**src/rtl/apb_pkg.sv**
```systemverilog
// Shared APB definitions: FSM state encoding and default bus widths.
package apb_pkg;

  localparam int unsigned APB_ADDR_WIDTH     = 32;
  localparam int unsigned APB_DATA_WIDTH     = 32;
  localparam int unsigned APB_TIMEOUT_CYCLES = 16;

  typedef enum logic [1:0] {
    APB_IDLE,
    APB_SETUP,
    APB_ACCESS
  } apb_state_e;

endpackage : apb_pkg

```
**src/rtl/apb_wait_timer.sv**
```systemverilog
// Wait-state counter for the ACCESS phase; flags expiry after TIMEOUT_CYCLES stalled cycles.
module apb_wait_timer #(
  parameter int unsigned TIMEOUT_CYCLES = 16
) (
  input  logic PCLK,
  input  logic PRESET,
  input  logic clear,
  input  logic enable,
  output logic expired_c
);

  localparam int unsigned CNT_W = (TIMEOUT_CYCLES == 0) ? 1 : $clog2(TIMEOUT_CYCLES + 1);

  if (TIMEOUT_CYCLES == 0) begin : g_off
    assign expired_c = 1'b0;
  end else begin : g_on
    localparam logic [CNT_W-1:0] LIMIT = CNT_W'(TIMEOUT_CYCLES);

    logic [CNT_W-1:0] cnt_q;
    logic [CNT_W-1:0] cnt_d;

    // Saturates at LIMIT so the expiry flag cannot wrap away.
    always_comb begin
      cnt_d = cnt_q;
      if (clear) begin
        cnt_d = '0;
      end else if (enable && (cnt_q != LIMIT)) begin
        cnt_d = cnt_q + CNT_W'(1);
      end
    end

    always_ff @(posedge PCLK) begin
      if (PRESET) begin
        cnt_q <= '0;
      end else begin
        cnt_q <= cnt_d;
      end
    end

    assign expired_c = (cnt_q == LIMIT);
  end

endmodule : apb_wait_timer

```
**src/rtl/apb_master_bridge.sv**
```systemverilog
// APB3 requester: valid/ready command in, SETUP/ACCESS transfer out, registered response back.
module apb_master_bridge
  import apb_pkg::*;
#(
  parameter int unsigned ADDR_WIDTH     = APB_ADDR_WIDTH,
  parameter int unsigned DATA_WIDTH     = APB_DATA_WIDTH,
  parameter int unsigned TIMEOUT_CYCLES = APB_TIMEOUT_CYCLES
) (
  input  logic                  PCLK,
  input  logic                  PRESET,
  input  logic                  cmd_valid,
  output logic                  cmd_ready,
  input  logic                  cmd_write,
  input  logic [ADDR_WIDTH-1:0] cmd_addr,
  input  logic [DATA_WIDTH-1:0] cmd_wdata,
  output logic                  rsp_valid,
  input  logic                  rsp_ready,
  output logic [DATA_WIDTH-1:0] rsp_rdata,
  output logic                  rsp_error,
  output logic                  PSEL,
  output logic                  PENABLE,
  output logic                  PWRITE,
  output logic [ADDR_WIDTH-1:0] PADDR,
  output logic [DATA_WIDTH-1:0] PWDATA,
  input  logic [DATA_WIDTH-1:0] PRDATA,
  input  logic                  PREADY,
  input  logic                  PSLVERR
);

  apb_state_e            state_q,     state_d;
  logic                  psel_q,      psel_d;
  logic                  penable_q,   penable_d;
  logic                  pwrite_q,    pwrite_d;
  logic [ADDR_WIDTH-1:0] paddr_q,     paddr_d;
  logic [DATA_WIDTH-1:0] pwdata_q,    pwdata_d;
  logic                  rsp_valid_q, rsp_valid_d;
  logic [DATA_WIDTH-1:0] rsp_rdata_q, rsp_rdata_d;
  logic                  rsp_error_q, rsp_error_d;
  logic                  timer_expired;

  apb_wait_timer #(
    .TIMEOUT_CYCLES (TIMEOUT_CYCLES)
  ) u_wait_timer (
    .PCLK      (PCLK),
    .PRESET    (PRESET),
    .clear     (state_q == APB_SETUP),
    .enable    ((state_q == APB_ACCESS) && !PREADY),
    .expired_c (timer_expired)
  );

  // Only accept when idle and the response slot is free (or being freed this edge).
  assign cmd_ready = (state_q == APB_IDLE) && (!rsp_valid_q || rsp_ready);

  always_comb begin
    state_d     = state_q;
    psel_d      = psel_q;
    penable_d   = penable_q;
    pwrite_d    = pwrite_q;
    paddr_d     = paddr_q;
    pwdata_d    = pwdata_q;
    rsp_valid_d = rsp_valid_q;
    rsp_rdata_d = rsp_rdata_q;
    rsp_error_d = rsp_error_q;

    if (rsp_valid_q && rsp_ready) begin
      rsp_valid_d = 1'b0;
    end

    unique case (state_q)
      APB_IDLE: begin
        psel_d    = 1'b0;
        penable_d = 1'b0;
        if (cmd_valid && cmd_ready) begin
          state_d  = APB_SETUP;
          psel_d   = 1'b1;
          pwrite_d = cmd_write;
          paddr_d  = cmd_addr;
          pwdata_d = cmd_wdata;
        end
      end
      APB_SETUP: begin
        state_d   = APB_ACCESS;
        psel_d    = 1'b1;
        penable_d = 1'b1;
      end
      APB_ACCESS: begin
        // A ready slave beats a simultaneous timer expiry.
        if (PREADY) begin
          state_d     = APB_IDLE;
          psel_d      = 1'b0;
          penable_d   = 1'b0;
          rsp_valid_d = 1'b1;
          rsp_error_d = PSLVERR;
          rsp_rdata_d = pwrite_q ? '0 : PRDATA;
        end else if (timer_expired) begin
          state_d     = APB_IDLE;
          psel_d      = 1'b0;
          penable_d   = 1'b0;
          rsp_valid_d = 1'b1;
          rsp_error_d = 1'b1;
          rsp_rdata_d = '0;
        end
      end
      default: begin
        state_d   = APB_IDLE;
        psel_d    = 1'b0;
        penable_d = 1'b0;
      end
    endcase
  end

  always_ff @(posedge PCLK) begin
    if (PRESET) begin
      state_q     <= APB_IDLE;
      psel_q      <= 1'b0;
      penable_q   <= 1'b0;
      pwrite_q    <= 1'b0;
      paddr_q     <= '0;
      pwdata_q    <= '0;
      rsp_valid_q <= 1'b0;
      rsp_rdata_q <= '0;
      rsp_error_q <= 1'b0;
    end else begin
      state_q     <= state_d;
      psel_q      <= psel_d;
      penable_q   <= penable_d;
      pwrite_q    <= pwrite_d;
      paddr_q     <= paddr_d;
      pwdata_q    <= pwdata_d;
      rsp_valid_q <= rsp_valid_d;
      rsp_rdata_q <= rsp_rdata_d;
      rsp_error_q <= rsp_error_d;
    end
  end

  assign PSEL      = psel_q;
  assign PENABLE   = penable_q;
  assign PWRITE    = pwrite_q;
  assign PADDR     = paddr_q;
  assign PWDATA    = pwdata_q;
  assign rsp_valid = rsp_valid_q;
  assign rsp_rdata = rsp_rdata_q;
  assign rsp_error = rsp_error_q;

endmodule : apb_master_bridge
```
**config.mk**
```make
export PLATFORM = sky130hd
export DESIGN_NAME = apb_master_bridge
export DESIGN_NICKNAME = d
export VERILOG_FILES = /design/src/rtl/apb_pkg.sv /design/src/rtl/apb_wait_timer.sv /design/src/rtl/apb_master_bridge.sv
export SDC_FILE = /design/constraint.sdc
export NUM_CORES = 1
export LEC_CHECK = 0
export ABC_CLOCK_PERIOD_IN_PS = 1400
export CAP_MARGIN = 20
export CELL_PAD_IN_SITES_DETAIL_PLACEMENT = 1
export CELL_PAD_IN_SITES_GLOBAL_PLACEMENT = 1
export CORE_MARGIN = 2
export CORE_UTILIZATION = 27
export DETAILED_ROUTE_END_ITERATION = 7
export PLACE_DENSITY_LB_ADDON = 0.3
export SLEW_MARGIN = 20
export SYNTH_ARGS = -nofsm -noshare
export SYNTH_HDL_FRONTEND = slang
export SYNTH_SLANG_ARGS = --single-unit
```
**constraint.sdc**
```tcl
create_clock -name PCLK -period 1.4 [get_ports PCLK]
set_input_delay 0.21 -clock PCLK [delete_from_list [all_inputs] [get_ports PCLK]]
set_output_delay 0.21 -clock PCLK [all_outputs]
set_load 0.03 [all_outputs]
```
==> results of run 1 <==
==> synthesized netlist by cell type (2+ instances only) <==
cell type / n / area [sq um]
dfxtp_1: 108 / 2160
nand2_1: 77 / 289
mux2i_1: 41 / 410
a22o_1: 32 / 280
inv_1: 31 / 116
a311oi_1: 27 / 236
a31o_1: 27 / 236
clkbuf_1: 20 / 75.1
buf_2: 15 / 75.1
nand3_1: 6 / 30.0
buf_6: 4 / 45.0
a21oi_1: 3 / 15.0
nand2b_1: 3 / 18.8
and2_1: 2 / 12.5
ha_1: 2 / 25.0
nand3b_1: 2 / 15.0
nor2_1: 2 / 7.51
==> kinds of logic after synthesis <==
logic type               after synthesis
flip-flops                           108
AND/OR/NAND/NOR                      104
AO/OA/AOI/OAI                         97
buffers and inverters                 72
multiplexers                          41
adder cells (fa/ha/maj)                2
==> registers in the layout, summed over array words and instances, names as in the netlist <==
name                     count
state_q                      2
PSEL                         1
rsp_rdata                   32
rsp_error                    1
PWDATA                      32
PADDR                       32
PWRITE                       1
u_wait_timer.g_on.cnt_q      5
rsp_valid                    1
PENABLE                      1
==> metal layers <==
metal	up-vias	GRT usage	wire length [um]
met5	-	0	0
met4	0	0.0543	215
met3	13	0.0454	829
met2	106	0.307	7590
met1	1984	0.190	5820
li1	1934	-	-
==> timing repair <==
action	CTS	global route
endpoints found under the setup margin	138	37
hold buffers	0	0
pin swaps	10	34
setup buffers	4	7
gates cloned	3	0
resized for setup	120	12
==> worst max-delay path: cells and delay by family, from the launching register on <==
family        cells  cell delay, ps
simple gates      2             280
buf+inv           2             250
flops             1             370
==> area by class of cell <==
cell class,count,share of cell area
repair buffers,242,0.333
flip-flops and latches,108,0.309
multi-input cells,244,0.261
well taps,211,0.0376
clock buffers,10,0.0340
inverters,32,0.0173
clock inverters,6,0.00784
==> power breakdown <==
group / switching (mW) / internal [mW] / total, mW
combinational: 0.830 / 0.721 / 1.55
sequential: 0.0957 / 3.24 / 3.34
clock: 1.27 / 1.30 / 2.57
==> layout by cell type, fill, tap and decap left out, types with 24 or more instances in the layout <==
| master | count |
|---|---|
| a311oi_1 | 27 |
| a22o_1 | 32 |
| buf_4 | 24 |
| clkdlybuf4s50_1 | 101 |
| mux2i_1 | 41 |
| inv_1 | 29 |
| a31o_1 | 27 |
| dfxtp_1 | 103 |
| dlygate4sd2_1 | 101 |
| nand2_1 | 77 |
==> how the worst max path moves through the flow <==
stage                                            startpoint                          to  cells past startpoint
finish                              state_q[0]$_SDFFE_PP0P_                   cmd_ready                      4
detailed placement                                   PRESET  rsp_rdata[31]$_SDFFE_PP0P_                      5
global placement                                     PRESET   rsp_rdata[4]$_SDFFE_PP0P_                      5
CTS                 u_wait_timer.g_on.cnt_q[0]$_SDFFE_PP0P_  rsp_rdata[30]$_SDFFE_PP0P_                      7
floorplan           u_wait_timer.g_on.cnt_q[0]$_SDFFE_PP0P_  rsp_rdata[10]$_SDFFE_PP0P_                      6
global route                        state_q[0]$_SDFFE_PP0P_                   cmd_ready                      4
==> per-stage QoR <==
stage | setup slack, ps | power [mW] | cells | util | TNS (ps)
after floorplan | -53.4 | 4.19 | 424 | - | -1600
after global placement | -255 | 4.99 | 827 | 0.438 | -20700
after detailed placement | -308 | 5.03 | 827 | 0.438 | -23300
after CTS | -193 | 7.55 | 850 | 0.460 | -3700
after global routing | -119 | 7.76 | 853 | 0.460 | -2370
final | -60.7 | 7.46 | 853 | 0.460 | -459
==> results.toml, run 1 <==
[status]
status = "complete, but fails checks"
violations = "setup timing"

[die]
coreArea_sq_um = 15300
rows = 45
die_h_um = 129
ioPinCount = 205
die-area_sq_um = 16700
start_util = 0.278
die_w_um = 129

[place]
portBuffers = 204
place_area_sq_um = 6690
place_congestion = 0.716
hpwl_mm = 10.3

[routing]
postRouteAntennaNets = 0
vias = 4037
firstDrtPassIters = 4
routed_wirelength_mm = 14.5
drcViolationCount = 0
drt-initial-drc-count = 128
routedWlPerCell_um = 16.9
avgViaCountPerCell = 4.73

[clock_tree]
htree_levels = 3
cts_buffer_depth = 2
cts_tree = "done"
root_buffer = "clkbuf_16"
numCtsBuffers = 9
clock-sinks = 108
clkSlewWorstSetupHoldPaths_ps = 90
clock_latency_ps = 350

[synth]
synth_compound_area_frac = 0.197
synth_fa_ha_area_frac = 0.00590
syn_avg_cell_area_sq_um = 10.0
syn-num-nets = 529
synth_xor_xnor_area_share = 0
synth_top_family_by_area = "compound AO/OA/AOI/OAI gates"
synthArstFlopShare = 0
syn_inst = 424
yosys_register_bits = 108
synth.mux.area_fraction = 0.0967
yosysWarningCount = 0
synth_cell_types = 39
synth_edf_count = 0
syn_area_sq_um = 4240
synthFlopType = "dfxtp_1"
seq_area_frac_synth = 0.510
synth-simple-area-share = 0.115

[final_layout]
fillers = 1724
n_antenna_cell = 0
final_area_sq_um = 7020
drive_gt1_frac = 0.121
multi_input_area_sq_um = 1830
nets = 742
area_growth_pct = 65.5
regArea_sq_um = 2170

[critical_path]
r2r_slack_ps = -40
startpoint_type = "flop"
cp_cell_sequence = "nor2_4, buf_8, and2_4, buf_6"
arrival_ps = 1250
critPathMaxStageDelay_ps = 370
endpoint_kind = "output port"
crit_path_max_fanout = 6
crit_required_ps = 1190
critPathSlowestCell = "dfxtp_4"
r2r_start = "u_wait_timer.g_on.cnt_q[0]$_SDFFE_PP0P_"
r2r_cells = 6
crit_type = "flop to output port"
timing.rr.end = "rsp_rdata[31]$_SDFFE_PP0P_"

[timing]
maxSlewHeadroom = 0.681
rsz0062_at_grt = "true"
fin_hold_ws_ps = 408
fmax_mhz = 685
setup_violations = 25
worst_pin_slew_ps = 478
timing.final.max_slew_violations = 0
period_minus_slack_ps = 1460
post-route-period-util = 1.04
fin_worst_skew_ps = 14.4
layout_setup_ws_ps = -60.7
finalHoldViolCount = 0

[hold_path]
whs_endpoint = "PADDR[23]$_SDFFE_PP0P_"
hold_path.class = "primary input to flop"
hold_depth = 3
min-delay-start = "cmd_addr[23]"

[global_routing]
grt_first_pass_wirelength_mm = 22.1
antenna_found_initial = 0
grt_pass1_vias = 4257
grtUsageTotal = 0.168
overflow = 0
grt_max_degree = 33

[power_and_ir_drop]
power.density_nw_per_um2 = 1060
ir_drop_mv = 0.549
p_leak_nw = 3.13

[run]
drv_cap = 0
Note: power is estimated with default switching activity, not from simulation.
==> run 2: changes to the inputs <==
--- a/config.mk
+++ b/config.mk
@@ -9,7 +9,6 @@
 export CAP_MARGIN = 20
 export CELL_PAD_IN_SITES_DETAIL_PLACEMENT = 1
 export CELL_PAD_IN_SITES_GLOBAL_PLACEMENT = 1
-export CORE_MARGIN = 2
 export CORE_UTILIZATION = 27
 export DETAILED_ROUTE_END_ITERATION = 7
 export PLACE_DENSITY_LB_ADDON = 0.3
==> run 2 against run 1 <==
Net effect:
- the flow still finishes with violations (setup timing)
- die area shrank 3.1%
- sequential share of layout area grew 0.17 points
- register-to-register slack lost 40 ps
- setup slack lost 22 ps
- clock power grew 7%
- critical path depth grew 2
- largest cell class unchanged
- largest power group unchanged
==> results.toml, run 2 (synthesized netlist as in run 1, its figures left out) <==
[status]
status = "complete, but fails checks"
violations = "setup timing"

[clock_tree]
htree_levels = 3
clkSlewWorstSetupHoldPaths_ps = 70
cts_tree = "done"
hold_buffers = 0
cts_buffer_depth = 2
root_buffer = "clkbuf_16"
clock-sinks = 108
clock_latency_ps = 340
numCtsBuffers = 9

[critical_path]
crit_type = "flop to flop"
crit_path_max_fanout = 16
arrival_ps = 1720
endpoint_kind = "flop"
crit_required_ps = 1640
r2r_cells = 6
startpoint_type = "flop"

[power_and_ir_drop]
ir_drop_mv = 0.681
finalPower_mw = 7.59
power.share.switching = 0.268
seqPwrFrac = 0.440
power_frac_comb = 0.200
switchingPower_mw = 2.04
power.density_nw_per_um2 = 1090
pwr-share-clk = 0.361
p_leak_nw = 3.10
intPower_mw = 5.55

[hold_path]
hold_depth = 3
hold_path.class = "primary input to flop"

[die]
die_h_um = 127
start_util = 0.278
die-area_sq_um = 16200
die_w_um = 127
coreArea_sq_um = 15300
ioPinCount = 205
rows = 45

[timing]
rsz0062_at_grt = "true"
period_minus_slack_ps = 1480
maxSlewHeadroom = 0.724
fin_tns_setup_ps = -2240
setup_violations = 36
fin_hold_ws_ps = 417
post-route-period-util = 1.06
fmax_mhz = 674
timing.final.max_slew_violations = 0
finalHoldViolCount = 0
fin_worst_skew_ps = 10.1
layout_setup_ws_ps = -82.8
worst_pin_slew_ps = 415

[final_layout]
final_area_sq_um = 6990
drive_gt1_frac = 0.108
fillers = 1731
nets = 737
layout_commonest_cell = "dfxtp_1"
layout_common_cells = "dfxtp_1 (103), clkdlybuf4s50_1 (102), dlygate4sd2_1 (100), nand2_1 (77), mux2i_1 (41)"
n_antenna_cell = 0
layout.cells.non_filler = 847
area_growth_pct = 64.8

[global_routing]
overflow = 0
grt_first_pass_wirelength_mm = 21.6
antenna_found_initial = 0
grt_max_degree = 52
grtUsageTotal = 0.169
grt_pass1_vias = 4141

[place]
portBuffers = 204
dpl.cell_count = 823
place_area_sq_um = 6620
hpwl_mm = 9.65
place_congestion = 0.734

[routing]
routedWlPerCell_um = 16.3
drt-initial-drc-count = 204
drcViolationCount = 0
avgViaCountPerCell = 4.66
firstDrtPassIters = 4
vias = 3950
routed_wirelength_mm = 13.8
postRouteAntennaNets = 0

[run]
drv_cap = 0
## run 2: changes by cell type in the layout (fill, tap and decap cells not counted), sizes merged, moves of 2 or more
| cell | before | now |
|---|---|---|
| inv | 34 | 31 |
| bufinv | 0 | 2 |
| buf | 40 | 34 |
| clkbuf | 10 | 12 |
## run 2: what timing repair did
action                                  in CTS  in global routing
pin swaps                                    3                  4
setup buffers                                4                  4
gates resized for setup                    116                  9
cloned                                       0                  1
endpoints found under the setup margin     140                 41
## run 2: power groups by stage
stage / combinational [mW] / sequential (mW) / clock, mW
4_1_cts: 1.48 / 3.34 / 2.84
6_report: 1.52 / 3.34 / 2.74
3_3_place_gp: 1.55 / 3.41 / 0
5_1_grt: 1.61 / 3.36 / 2.97
3_5_place_dp: 1.58 / 3.42 / 0
2_1_floorplan: 0.460 / 3.73 / 0
## run 2: per-stage QoR
step                      setup WS (ps)  utilization
final                             -82.8        0.458
after global routing               -147        0.458
after CTS                         -71.7        0.452
after detailed placement           -269        0.434
after global placement             -236        0.434
after floorplan                   -53.4            -
## run 2: per-layer routing
metal | up-vias | wire (um) | global-route usage
met2 | 108 | 6960 | 0.296
met1 | 1903 | 5830 | 0.196
met3 | 17 | 698 | 0.0406
met4 | 0 | 274 | 0.0700
met5 | - | 0 | 0
li1 | 1922 | - | -
## run 2: path summary, 6_finish.rpt
| path | start | to | slack [ps] |
|---|---|---|---|
| setup / recovery | u_wait_timer.g_on.cnt_q[0]$_SDFFE_PP0P_ | rsp_rdata[24]$_SDFFE_PP0P_ | -80 |
| hold / removal | cmd_addr[13] | PADDR[13]$_SDFFE_PP0P_ | 420 |
| setup reg to reg | u_wait_timer.g_on.cnt_q[0]$_SDFFE_PP0P_ | rsp_rdata[24]$_SDFFE_PP0P_ | -80 |
| hold reg to reg | PADDR[23]$_SDFFE_PP0P_ | PADDR[23]$_SDFFE_PP0P_ | 460 |
## run 2: final cells by class
cell class	instances	area [sq um]	share of cell area
multi-input cells	244	1830	0.261
clock inverters	4	73.8	0.0106
clock buffers	11	243	0.0347
inverters	32	121	0.0174
repair buffers	237	2290	0.328
well taps	211	264	0.0378
flip-flops and latches	108	2170	0.311
## run 2: critical path: stages, from the launching register on
cell	delay, ps
dfxtp_2	330
inv_2	80
ha_4	130
and4bb_4	300
o22ai_4	120
clkbuf_16	190
a22o_1	230
